**config.mk**
```make
export PLATFORM = sky130hd
export DESIGN_NAME = bilinear_interp_seq
export DESIGN_NICKNAME = d
export VERILOG_FILES = /design/src/rtl/bilinear_interp_seq.sv
export SDC_FILE = /design/constraint.sdc
export NUM_CORES = 1
export LEC_CHECK = 0
export ABC_AREA = 1
export ABC_CLOCK_PERIOD_IN_PS = 6400
export CAP_MARGIN = 20
export CELL_PAD_IN_SITES_DETAIL_PLACEMENT = 1
export CELL_PAD_IN_SITES_GLOBAL_PLACEMENT = 2
export CORE_ASPECT_RATIO = 0.8
export CORE_MARGIN = 2
export CORE_UTILIZATION = 33
export DETAILED_ROUTE_END_ITERATION = 7
export PLACE_DENSITY = 0.91
export SETUP_SLACK_MARGIN = 0.4
export SYNTH_ARGS = -nofsm -noshare
export SYNTH_HDL_FRONTEND = slang
export SYNTH_SLANG_ARGS = --single-unit
```
**constraint.sdc**
```tcl
create_clock -name clk -period 6.4 [get_ports clk]
set_input_delay 1.92 -clock clk [delete_from_list [all_inputs] [get_ports clk]]
set_output_delay 1.92 -clock clk [all_outputs]
set_load 0.05 [all_outputs]
```
**src/rtl/bilinear_interp_seq.sv**
```systemverilog
// Sequential bilinear interpolation core with one shared multiplier.
// The FSM walks IDLE -> T0 -> T1 -> B0 -> B1 -> V0 -> V1 -> DONE.
// It blends the two rows horizontally and then blends the two row results
// vertically. The result is rounded half-up and saturated.
module bilinear_interp_seq #(
   parameter int PIX_W     = 8,
   parameter int FRAC_BITS = 8
) (
   input  logic                 clk,
   input  logic                 rst_n,
   input  logic                 in_valid,
   output logic                 in_ready,
   input  logic [PIX_W-1:0]     p00,
   input  logic [PIX_W-1:0]     p01,
   input  logic [PIX_W-1:0]     p10,
   input  logic [PIX_W-1:0]     p11,
   input  logic [FRAC_BITS:0]   ax,
   input  logic [FRAC_BITS:0]   ay,
   output logic                 out_valid,
   input  logic                 out_ready,
   output logic [PIX_W-1:0]     out_pix,
   output logic                 busy
);

   localparam int H_W = PIX_W + FRAC_BITS;          // horizontal partial, UQ(PIX_W).(FRAC_BITS)
   localparam int W_W = FRAC_BITS + 1;              // weight width, holds 0..ONE
   localparam int A_W = PIX_W + 2 * FRAC_BITS;      // vertical accumulator width
   localparam int P_W = H_W + W_W;                  // multiplier product width
   localparam int R_W = P_W + 1 - 2 * FRAC_BITS;    // rounded result width before saturation

   localparam logic [W_W-1:0]   ONE     = {1'b1, {FRAC_BITS{1'b0}}};
   localparam logic [P_W:0]     HALF    = {{(PIX_W + 2){1'b0}}, 1'b1, {(2 * FRAC_BITS - 1){1'b0}}};
   localparam logic [PIX_W-1:0] PIX_MAX = {PIX_W{1'b1}};

   typedef enum logic [2:0] {
      S_IDLE = 3'd0,
      S_T0   = 3'd1,
      S_T1   = 3'd2,
      S_B0   = 3'd3,
      S_B1   = 3'd4,
      S_V0   = 3'd5,
      S_V1   = 3'd6,
      S_DONE = 3'd7
   } state_t;

   state_t           state_q, state_d;
   logic [PIX_W-1:0] p00_q, p00_d, p01_q, p01_d, p10_q, p10_d, p11_q, p11_d;
   logic [W_W-1:0]   ax_q, ax_d, ay_q, ay_d;
   logic [A_W-1:0]   acc_q, acc_d;
   logic [H_W-1:0]   h_top_q, h_top_d, h_bot_q, h_bot_d;
   logic [PIX_W-1:0] out_pix_q, out_pix_d;
   logic             out_valid_q, out_valid_d;

   logic [H_W-1:0]   mul_a_s;
   logic [W_W-1:0]   mul_b_s;
   logic [P_W-1:0]   prod_s;
   logic [P_W:0]     sum_s;
   logic [R_W-1:0]   r_s;
   logic [W_W-1:0]   ax_c_s, ay_c_s;

   // Shared multiplier: select one operand pair per compute state.
   always_comb begin
      mul_a_s = '0;
      mul_b_s = '0;
      case (state_q)
         S_T0:    begin mul_a_s = H_W'(p00_q); mul_b_s = ONE - ax_q; end
         S_T1:    begin mul_a_s = H_W'(p01_q); mul_b_s = ax_q;       end
         S_B0:    begin mul_a_s = H_W'(p10_q); mul_b_s = ONE - ax_q; end
         S_B1:    begin mul_a_s = H_W'(p11_q); mul_b_s = ax_q;       end
         S_V0:    begin mul_a_s = h_top_q;     mul_b_s = ONE - ay_q; end
         S_V1:    begin mul_a_s = h_bot_q;     mul_b_s = ay_q;       end
         default: begin mul_a_s = '0;          mul_b_s = '0;         end
      endcase
      prod_s = P_W'(mul_a_s) * P_W'(mul_b_s);
      sum_s  = {1'b0, {(P_W - A_W){1'b0}}, acc_q} + {1'b0, prod_s} + HALF;
      r_s    = R_W'(sum_s >> (2 * FRAC_BITS));
      ax_c_s = (ax > ONE) ? ONE : ax;
      ay_c_s = (ay > ONE) ? ONE : ay;
   end

   // Next-state and datapath updates for the interpolation FSM.
   always_comb begin
      state_d     = state_q;
      p00_d       = p00_q;
      p01_d       = p01_q;
      p10_d       = p10_q;
      p11_d       = p11_q;
      ax_d        = ax_q;
      ay_d        = ay_q;
      acc_d       = acc_q;
      h_top_d     = h_top_q;
      h_bot_d     = h_bot_q;
      out_pix_d   = out_pix_q;
      out_valid_d = out_valid_q;
      case (state_q)
         S_IDLE: begin
            out_valid_d = 1'b0;
            if (in_valid) begin
               p00_d   = p00;
               p01_d   = p01;
               p10_d   = p10;
               p11_d   = p11;
               ax_d    = ax_c_s;
               ay_d    = ay_c_s;
               state_d = S_T0;
            end else begin
               state_d = S_IDLE;
            end
         end
         S_T0: begin
            acc_d   = A_W'(prod_s);
            state_d = S_T1;
         end
         S_T1: begin
            h_top_d = acc_q[H_W-1:0] + prod_s[H_W-1:0];
            state_d = S_B0;
         end
         S_B0: begin
            acc_d   = A_W'(prod_s);
            state_d = S_B1;
         end
         S_B1: begin
            h_bot_d = acc_q[H_W-1:0] + prod_s[H_W-1:0];
            state_d = S_V0;
         end
         S_V0: begin
            acc_d   = A_W'(prod_s);
            state_d = S_V1;
         end
         S_V1: begin
            // Saturation cannot trigger with clamped weights; kept as a guard.
            if (|r_s[R_W-1:PIX_W]) begin
               out_pix_d = PIX_MAX;
            end else begin
               out_pix_d = r_s[PIX_W-1:0];
            end
            out_valid_d = 1'b0;
            state_d     = S_DONE;
         end
         S_DONE: begin
            // out_valid rises one cycle into DONE, so the result appears 7 edges after accept.
            if (out_valid_q && out_ready) begin
               out_valid_d = 1'b0;
               state_d     = S_IDLE;
            end else begin
               out_valid_d = 1'b1;
               state_d     = S_DONE;
            end
         end
         default: begin
            out_valid_d = 1'b0;
            state_d     = S_IDLE;
         end
      endcase
   end

   // State and datapath registers. The asynchronous reset discards any in-flight tuple.
   always_ff @(posedge clk or negedge rst_n) begin
      if (!rst_n) begin
         state_q     <= S_IDLE;
         p00_q       <= '0;
         p01_q       <= '0;
         p10_q       <= '0;
         p11_q       <= '0;
         ax_q        <= '0;
         ay_q        <= '0;
         acc_q       <= '0;
         h_top_q     <= '0;
         h_bot_q     <= '0;
         out_pix_q   <= '0;
         out_valid_q <= 1'b0;
      end else begin
         state_q     <= state_d;
         p00_q       <= p00_d;
         p01_q       <= p01_d;
         p10_q       <= p10_d;
         p11_q       <= p11_d;
         ax_q        <= ax_d;
         ay_q        <= ay_d;
         acc_q       <= acc_d;
         h_top_q     <= h_top_d;
         h_bot_q     <= h_bot_d;
         out_pix_q   <= out_pix_d;
         out_valid_q <= out_valid_d;
      end
   end

   assign in_ready  = (state_q == S_IDLE);
   assign busy      = (state_q != S_IDLE);
   assign out_valid = out_valid_q;
   assign out_pix   = out_pix_q;

endmodule

```
* After elaboration in Yosys (flattened, before gate mapping) *
Cells that the tools add are included.

storage, ports and cells
  bits in registers = 118
  output and inout port bits = 11
  word-level logic and storage cells = 47
  bits of input ports = 54

operators by class
  reduce and logical (&&, ||, !) cells = 10
  multiply operators = 1
  equality and inequality tests = 7
  mux-type cells = 10
  add/subtract/negate cells = 5
  $lt $le $gt $ge = 2

operators by type and width
  operator                                                          number
  16-bit case mux with 6 select lines                               1
  9-bit case mux with 4 select lines                                1
  24-bit by 25-bit adder with 26-bit output                         1
  26-bit by 16-bit adder with 26-bit output, second input constant  1
  16-bit by 9-bit multiplier with 25-bit output                     1
  3-bit case mux with 8 select lines                                1
  9-bit > comparator, second input constant                         2
  9-bit 2-to-1 mux                                                  2
  9-bit subtractor, first input constant                            2
  16-bit adder                                                      1
  3-bit == test, second input constant                              4
  8-bit 2-to-1 mux                                                  1
  2-bit OR reduction                                                4
  3-bit by 2-bit == test with 1-bit output, second input constant   2
  3-bit by 1-bit == test with 1-bit output, second input constant   1
  3-bit zero test                                                   1
  3-bit 2-to-1 mux                                                  1
  3-bit nonzero test                                                1
  3-bit OR reduction                                                1
  1-bit 2-to-1 mux                                                  2
  1-bit case mux with 2 select lines                                1
  2-bit AND reduction                                               1
  2-bit nonzero test                                                1
  1-bit logical AND                                                 1

* Depth between registers and ports, before layout *
Gate-level depths: netlist (run 1).

  depth in word-level cells = 8
  depth in mapped cells = 46
  depth with buffers taken out = 44

* Worst setup path after synthesis (run 1) *
Ideal clock, no wire load.

  path kind = flip-flop to flip-flop
  start = reg state_q[1]
  end = reg out_pix_q[3], in the netlist out_pix[3]
  arrival = 6.799 ns
  path buffers = 2
  path slack = -0.516 ns
  data required time = 6.284 ns
  stages on the path, launching flop included = 41
  setup time = 0.116 ns
  clock period less this slack = 6.916 ns
  path through = dfrtp_1 -> inv_2 -> nand3_2 -> buf_6 -> o21ai_2 -> ha_1 -> nand3_1 -> nor2_2 -> nand2_1 -> nand3_1 -> nand2_2 -> inv_2 -> buf_4 -> nor2_1 -> fa_1 -> inv_1 -> fa_1 -> inv_1 -> (+5 left out) -> a21oi_1 -> o21ai_0 -> a21oi_1 -> nand2_1 -> nand2_1 -> inv_1 -> or2_2 -> ha_1 -> fa_1 -> nand2_1 -> nor2_1 -> nand2_1 -> nor2_1 -> nand2_1 -> nand4_1 -> nand3_1 -> nor2_1 -> nor2_1

on the way
  cells in the longest elaborated chain, start to end = 8
  elaborated cells on any way between the ends = 15
  classes of those cells = 2 x add/sub; 1 x mul; 6 x eq/ne; 3 x mux; 3 x reduce/logical

ends and longest elaborated chain
  item                                               line  text
  start, declared                                    46    state_t state_q, state_d;
  start signal, assigned                             173   state_q <= state_d;
  3-bit == test, or another cell as far along        65    case (state_q)
  2-bit OR reduction (no line)                       n/a
  9-bit case mux with 4 select lines                 65
  16-bit by 9-bit multiplier with 25-bit output (*)  74    prod_s = P_W'(mul_a_s) * P_W'(mul_b_s);
  net prod_s[13]                                     56    logic [P_W-1:0] prod_s;
  24-bit by 25-bit adder with 26-bit output (*)      75    sum_s = {1'b0, {(P_W - A_W){1'b0}}, acc_q} + {1'b0, prod_s} + HALF;
  26-bit by 16-bit adder with 26-bit output (*)      75
  2-bit OR reduction                                 132   if (|r_s[R_W-1:PIX_W]) begin
  8-bit 2-to-1 mux (*)                               132
  end signal, assigned                               183   out_pix_q <= out_pix_d;
  end, declared                                      51    logic [PIX_W-1:0] out_pix_q, out_pix_d;

Mark *: on every way through the listed nets, which the timed path passes. The rest lies on a longest branch.
A chain may end at the register's enable or synchronous reset.

* Final worst setup path (run 1) *
  start = reg state_q[1]
  end = reg out_pix_q[4], in the netlist out_pix[4]

The elaborated chain is that of the path after synthesis.

==> impl_metrics.csv, run 1 <==
group,metric,value,unit
critical_path,path_max_fanout,5,
detailed_routing,drt-initial-drc-count,1012,
die,num_rows,64,
run_status,outcome,"complete, but fails checks",
die,die_height,180.0,µm
synth,synth_cells,1777,
cts,htree_levels,4,
flow_run,cap_violations,0,
cts,holdBufCountCts,0,
die,initial_utilization,33.44,%
worst_hold_path,hold_path_end,"h_bot_q[1]",
placed_design,dpl.hpwl,37.04,mm
detailed_routing,num_vias,14233,
critical_path,critical_path_arrival,7.88,ns
critical_path,cp_slowest_cell,"fa_1",
detailed_routing,m1WireLength,23.85,mm
cts,clk_path_buf_depth,2,
worst_hold_path,min_path_type,"reg -> reg",
sta,final-max-slew-violation-count,0,
detailed_routing,drc,0,
sta,tightest_slew,0.8292,ns
synth,synth_ff_type,"dfrtp_1",
sta,worst_slew_margin_rel,44.13,%
placed_design,gp_congestion,0.9290,
synth,yosys_warnings,0,
sta,hold_viol_final,0,
worst_hold_path,holdCritStartpoint,"h_bot_q[1]",
critical_path,crit_required,6.74,ns
cts,path_clk_slew,0.07,ns
cts,cts.sinks,118,
detailed_routing,ant_nets,0,
cts,clock_latency,0.46,ns
critical_path,crit_path_end_kind,"flop",
sta,finalSetupViolCount,22,
critical_path,r2r_end,"out_pix[4]",
sta,rsz0062_at_grt,"true",
die,die_w,224.0,µm
layout,n_antenna_cell,0,
global_routing,grt_pass1_wl,82.48,mm
detailed_routing,dr_wl_met2,28.96,mm
layout,fin_area,19150,µm²
critical_path,start_kind,"flop",
global_routing,grt_max_degree,62,
sta,fmaxAchievable,132.8,MHz
detailed_routing,top_layer,"met4",
layout,multi_input_area,10190,µm²
layout,nets,2418,
global_routing,grt_pass1_vias,15490,
sta,post-route-period-util,117.7,%
critical_path,cp_common_cell,"nand2_1",
synth,seq_area_frac_synth,23.12,%
synth,syn_area,12770,µm²
layout,areaGrowthSynthToFinish,49.90,%
critical_path,reg2reg_from,"state_q[1]",
layout,layout-drive-gt1-share,34.19,%
synth,synth_edf_count,0,
placed_design,io_buffers,64,
synth,yosysUniqueCellTypes,49,
placed_design,dpl_worst_slack,-1.310,ns
die,coreArea,38200,µm²
cts,numCtsBuffers,17,
critical_path,slowest_delay,0.59,ns
die,dieArea,40300,µm²
sta,fin_skew,0.01752,ns
cts,cts_root_buffer,"clkbuf_16",
die,top_level_ports,65,
global_routing,antenna_found_initial,1,
detailed_routing,wirelength,58.89,mm
synth,syn_nets,2038,
worst_hold_path,worstHoldPathCells,2,
sta,worst_slack,-1.132,ns
detailed_routing,dr.pass1.iters,5,
detailed_routing,viasPerCell,5.341,
global_routing,grt_usage,26.02,%
critical_path,crit_type,"reg -> reg",
cts,cts_tree,"yes",
synth,synth_area_per_cell,7.188,µm²
critical_path,reg2reg_slack,-1.13,ns
layout,nFillCells,4522,
global_routing,grt_overflow_total,0,
detailed_routing,drt-wirelength-per-cell,22.10,µm
run_status,violations,"negative setup slack",
critical_path,reg2reg_depth,41,
synth,ys_ff_latch,118,
layout,area.sequential,2954,µm²
detailed_routing,met3_length,3.516,mm
synth,async_flop_share,100.0,%
sta,finalCriticalPeriod,7.532,ns
placed_design,place_area,16270,µm²
## cells in the final DEF, fill, tap and decap left out, types with 24 or more instances in the layout
| cell | Yosys | layout |
|---|---|---|
| nand2_2 | 4 | 60 |
| ha_4 | 0 | 36 |
| a21oi_1 | 77 | 37 |
| inv_2 | 4 | 34 |
| fa_1 | 113 | 95 |
| buf_6 | 2 | 39 |
| ha_1 | 94 | 54 |
| nand2_1 | 533 | 453 |
| inv_1 | 352 | 317 |
| clkdlybuf4s50_1 | 0 | 63 |
| a21oi_2 | 4 | 36 |
| o21ai_0 | 75 | 53 |
| nor2_4 | 1 | 27 |
| nor2_1 | 123 | 76 |
| nand3_1 | 102 | 76 |
| nor2_2 | 3 | 24 |
| dfrtp_1 | 118 | 117 |
| buf_4 | 5 | 284 |
## state kept, by name, summed over array words and instances, names as in the netlist
name,flops
h_top_q,16
p00_q,8
h_bot_q,16
acc_q,24
p01_q,8
out_valid,1
p10_q,8
state_q,3
ay_q,9
p11_q,8
out_pix,8
ax_q,9
## worst max-delay path: cells and delay by family (launching register included)
family | cells | cell delay, ns
xor+xnor | 1 | 0.21
simple gates | 20 | 2.05
buf+inv | 11 | 1.21
fa+ha+maj | 6 | 2.93
flops | 1 | 0.40
compound gates | 3 | 0.59
## cell usage after synthesis, drive strengths merged (11+ instances only)
cell    instances  share of area (%)
clkbuf         17               0.50
inv           357                 11
nor2          127                3.8
dfrtp         118                 23
nand3         104                4.2
nand4          15               0.73
buf            25                1.2
ha             94                9.2
nand2         538                 16
a21oi          81                3.3
or2            11               0.54
fa            113                 18
o21ai          85                3.5
## per-stage QoR
step | hold slack [ns] | cells | setup TNS (ns) | util (%)
detailed placement | 0.4734 | 2561 | -16.28 | 42.60
finish | 0.4891 | 2665 | -15.69 | 50.12
global route | 0.5065 | 2665 | -20.17 | 50.12
floorplan | 0.4491 | 1777 | -0.6562 | -
CTS | 0.4884 | 2629 | -5.490 | 47.07
global placement | 0.4631 | 2561 | -11.20 | 42.60
## layer usage
| layer | track usage (%) | vias up |
|---|---|---|
| li1 | - | 6228 |
| met1 | 32.91 | 7242 |
| met2 | 44.45 | 574 |
| met3 | 4.838 | 189 |
| met4 | 9.067 | 0 |
| met5 | 0 | - |
## repair_timing
action | 4_1_cts | 5_1_grt
gates cloned | 5 | 2
pin swaps | 92 | 91
gates resized for setup | 223 | 216
endpoints found under the setup margin | 27 | 31
setup buffers | 31 | 34
hold endpoints to repair | 0 | 0
## logic make-up after synthesis
group	after synthesis	share of synthesized area, %
AND/OR/NAND/NOR	828	27.43
XOR/XNOR	18	1.234
adder cells (fa/ha/maj)	207	26.92
buffers and inverters	400	12.21
flip-flops	118	23.12
AO/OA/AOI/OAI	206	9.091
## worst max-delay path by stage
stage,slack (ns),endpoint,cells after the start,start
6_report,-1.13,out_pix[4],41,state_q[1]
5_1_grt,-1.36,out_pix[7],40,state_q[1]
4_1_cts,-0.62,out_pix[1],37,state_q[1]
3_5_place_dp,-1.31,out_pix[1],39,state_q[1]
3_3_place_gp,-1.08,out_pix[0],39,state_q[1]
2_1_floorplan,-0.10,out_pix[0],41,state_q[1]
## cell type report
| type | instances | area share, % |
|---|---|---|
| sequential | 118 | 15.43 |
| clock buffer | 19 | 2.313 |
| timing repair inverter | 2 | 0.09803 |
| clock inverter | 13 | 0.5097 |
| inverter | 358 | 7.162 |
| tap | 495 | 3.235 |
| multi-input combinational | 1260 | 53.21 |
| timing repair buffer | 400 | 18.04 |
Power of run 1 is left out: the tool's default activity adds up to more than one toggle a clock period on the data nets, which glitch-free logic cannot reach.
==> run 2: changes to the inputs <==
--- a/config.mk
+++ b/config.mk
@@ -10,7 +10,6 @@
 export CAP_MARGIN = 20
 export CELL_PAD_IN_SITES_DETAIL_PLACEMENT = 1
 export CELL_PAD_IN_SITES_GLOBAL_PLACEMENT = 2
-export CORE_ASPECT_RATIO = 0.8
 export CORE_MARGIN = 2
 export CORE_UTILIZATION = 33
 export DETAILED_ROUTE_END_ITERATION = 7
==> run 2 against run 1 <==
The run still ends with negative setup slack left. Largest cell class unchanged. Sequential share of layout area increased by 0.53 points. Register-to-register slack improved by 0.33 ns. Flip-flop and latch count unchanged. Global-route usage decreased by 3.3 points. Hold slack improved by 0.00068 ns. Clock skew decreased by 0.0036 ns. Highest routed layer unchanged. Critical path depth unchanged. Die area about the same. Non-clock buffer count decreased by 29. Critical path type unchanged. Critical endpoint is now out_pix[1]. Via count decreased by 8.9%. First-iteration DRC count decreased by 47%.
==> impl_metrics.csv, run 2 (synthesis gave the netlist of run 1 again) <==
group,metric,value,unit
critical_path,crit_required,6.72,ns
global_routing,grt_overflow_total,0,
layout,nFillCells,4692,
layout,layout_commonest_cell,"nand2_1",
cts,clock_latency,0.43,ns
cts,cts_root_buffer,"clkbuf_16",
placed_design,place_area,16430,µm²
cts,clk_path_buf_depth,2,
layout,fin_area,18500,µm²
flow_run,cap_violations,0,
placed_design,dpl.hpwl,36.08,mm
layout,top_register,"acc_q",
global_routing,grt_pass1_vias,14351,
cts,cts_tree,"yes",
layout,fin_util,48.10,%
sta,fmaxAchievable,138.9,MHz
layout,n_antenna_cell,0,
sta,rsz0062_at_grt,"true",
sta,worst_slack,-0.7998,ns
critical_path,r2r_end,"out_pix[1]",
detailed_routing,dr.pass1.iters,4,
layout,layout.cells.most_common_list,"nand2_1, inv_1, buf_4, dfrtp_1, fa_1",
cts,numCtsBuffers,17,
die,coreArea,38470,µm²
cts,cts.sinks,118,
worst_hold_path,worstHoldPathCells,2,
detailed_routing,wirelength,47.91,mm
global_routing,antenna_found_initial,0,
global_routing,global_route.usage.met2,42.65,%
critical_path,reg2reg_slack,-0.80,ns
detailed_routing,viasPerCell,4.881,
layout,areaGrowthSynthToFinish,44.87,%
die,top_level_ports,65,
critical_path,path_max_fanout,10,
detailed_routing,drt-wirelength-per-cell,18.04,µm
detailed_routing,drt-initial-drc-count,534,
die,initial_utilization,33.20,%
sta,fin_skew,0.01390,ns
global_routing,grt_max_degree,67,
sta,finalSetupViolCount,22,
global_routing,use_met3,2.403,%
detailed_routing,drc,0,
die,num_rows,72,
critical_path,critical_path_arrival,7.52,ns
layout,layout-drive-gt1-share,30.96,%
placed_design,dpl_worst_slack,-0.9781,ns
critical_path,cp_slowest_cell,"fa_2",
critical_path,cp_common_cell,"nand2_2",
worst_hold_path,hold_path_end,"p11_q[4]",
die,die_w,200.7,µm
critical_path,reg2reg_from,"state_q[1]",
sta,worst_slew_margin_rel,35.23,%
sta,hold_viol_final,0,
worst_hold_path,holdCritStartpoint,"p11_q[4]",
global_routing,grt_usage,22.73,%
layout,largest_reg_flops,24,
critical_path,slowest_delay,0.61,ns
sta,final-max-slew-violation-count,0,
layout,multi_input_area,9828,µm²
placed_design,gp_congestion,0.8953,
sta,tightest_slew,0.9715,ns
layout,nets,2386,
cts,path_clk_slew,0.06,ns
critical_path,reg2reg_depth,41,
run_status,violations,"negative setup slack",
global_routing,grt_pass1_wl,73.24,mm
cts,htree_levels,4,
die,dieArea,40290,µm²
critical_path,start_kind,"flop",
run_status,outcome,"complete, but fails checks",
critical_path,crit_type,"reg -> reg",
detailed_routing,num_vias,12963,
detailed_routing,ant_nets,0,
die,die_height,200.7,µm
global_routing,globalRouteMet1Util,26.66,%
placed_design,io_buffers,64,
critical_path,crit_path_end_kind,"flop",
sta,finalCriticalPeriod,7.200,ns
layout,area.sequential,2953,µm²
global_routing,busiest_layer,"met2",
sta,post-route-period-util,112.5,%
worst_hold_path,min_path_type,"reg -> reg",
layout,largest_registers,"acc_q x24, h_bot_q x16, h_top_q x16",
[run 2: repair_timing]
| item | in CTS | in global routing |
|---|---|---|
| hold buffers | 0 | 0 |
| gates resized for setup | 122 | 201 |
| pin swaps | 35 | 85 |
| endpoints found under the setup margin | 26 | 28 |
| buffers inserted | 7 | 16 |
| gates cloned | 0 | 1 |
[run 2: worst max-delay path: cells and delay by family, from the launching register on]
family	cells	cell delay (ns)
AO/OA/AOI/OAI	4	0.65
adder cells (fa/ha/maj)	6	2.83
buffers and inverters	11	0.97
flip-flops	1	0.40
AND/OR/NAND/NOR	20	2.26
[run 2: worst max-delay path by stage]
stage                     from         end  cells past startpoint
finish              state_q[1]  out_pix[1]                     41
global route        state_q[0]  out_pix[7]                     37
CTS                 state_q[1]  out_pix[2]                     39
detailed placement  state_q[1]  out_pix[1]                     40
global placement    state_q[1]  out_pix[0]                     34
floorplan           state_q[1]  out_pix[0]                     41
[run 2: area by class of cell]
type / instances / area share [%]
clock buffer: 19 / 2.448
clock inverter: 13 / 0.7844
sequential: 118 / 15.96
inverter: 358 / 7.351
timing repair buffer: 371 / 16.84
multi-input combinational: 1259 / 53.12
tap: 518 / 3.503
[run 2: metal layers]
layer	vias up	share of wire, %
met4	0	3.8
met3	99	2.2
li1	6155	-
met2	242	53
met5	-	0
met1	6467	41
[run 2: stage by stage]
step | std cells | hold slack (ns) | setup TNS, ns
after detailed placement | 2600 | 0.4740 | -11.29
final | 2656 | 0.4898 | -8.327
after global routing | 2656 | 0.5223 | -15.93
after floorplan | 1777 | 0.4491 | -0.6562
after global placement | 2600 | 0.4634 | -7.449
after CTS | 2639 | 0.4913 | -6.107
Power of run 2 is left out for the same reason.
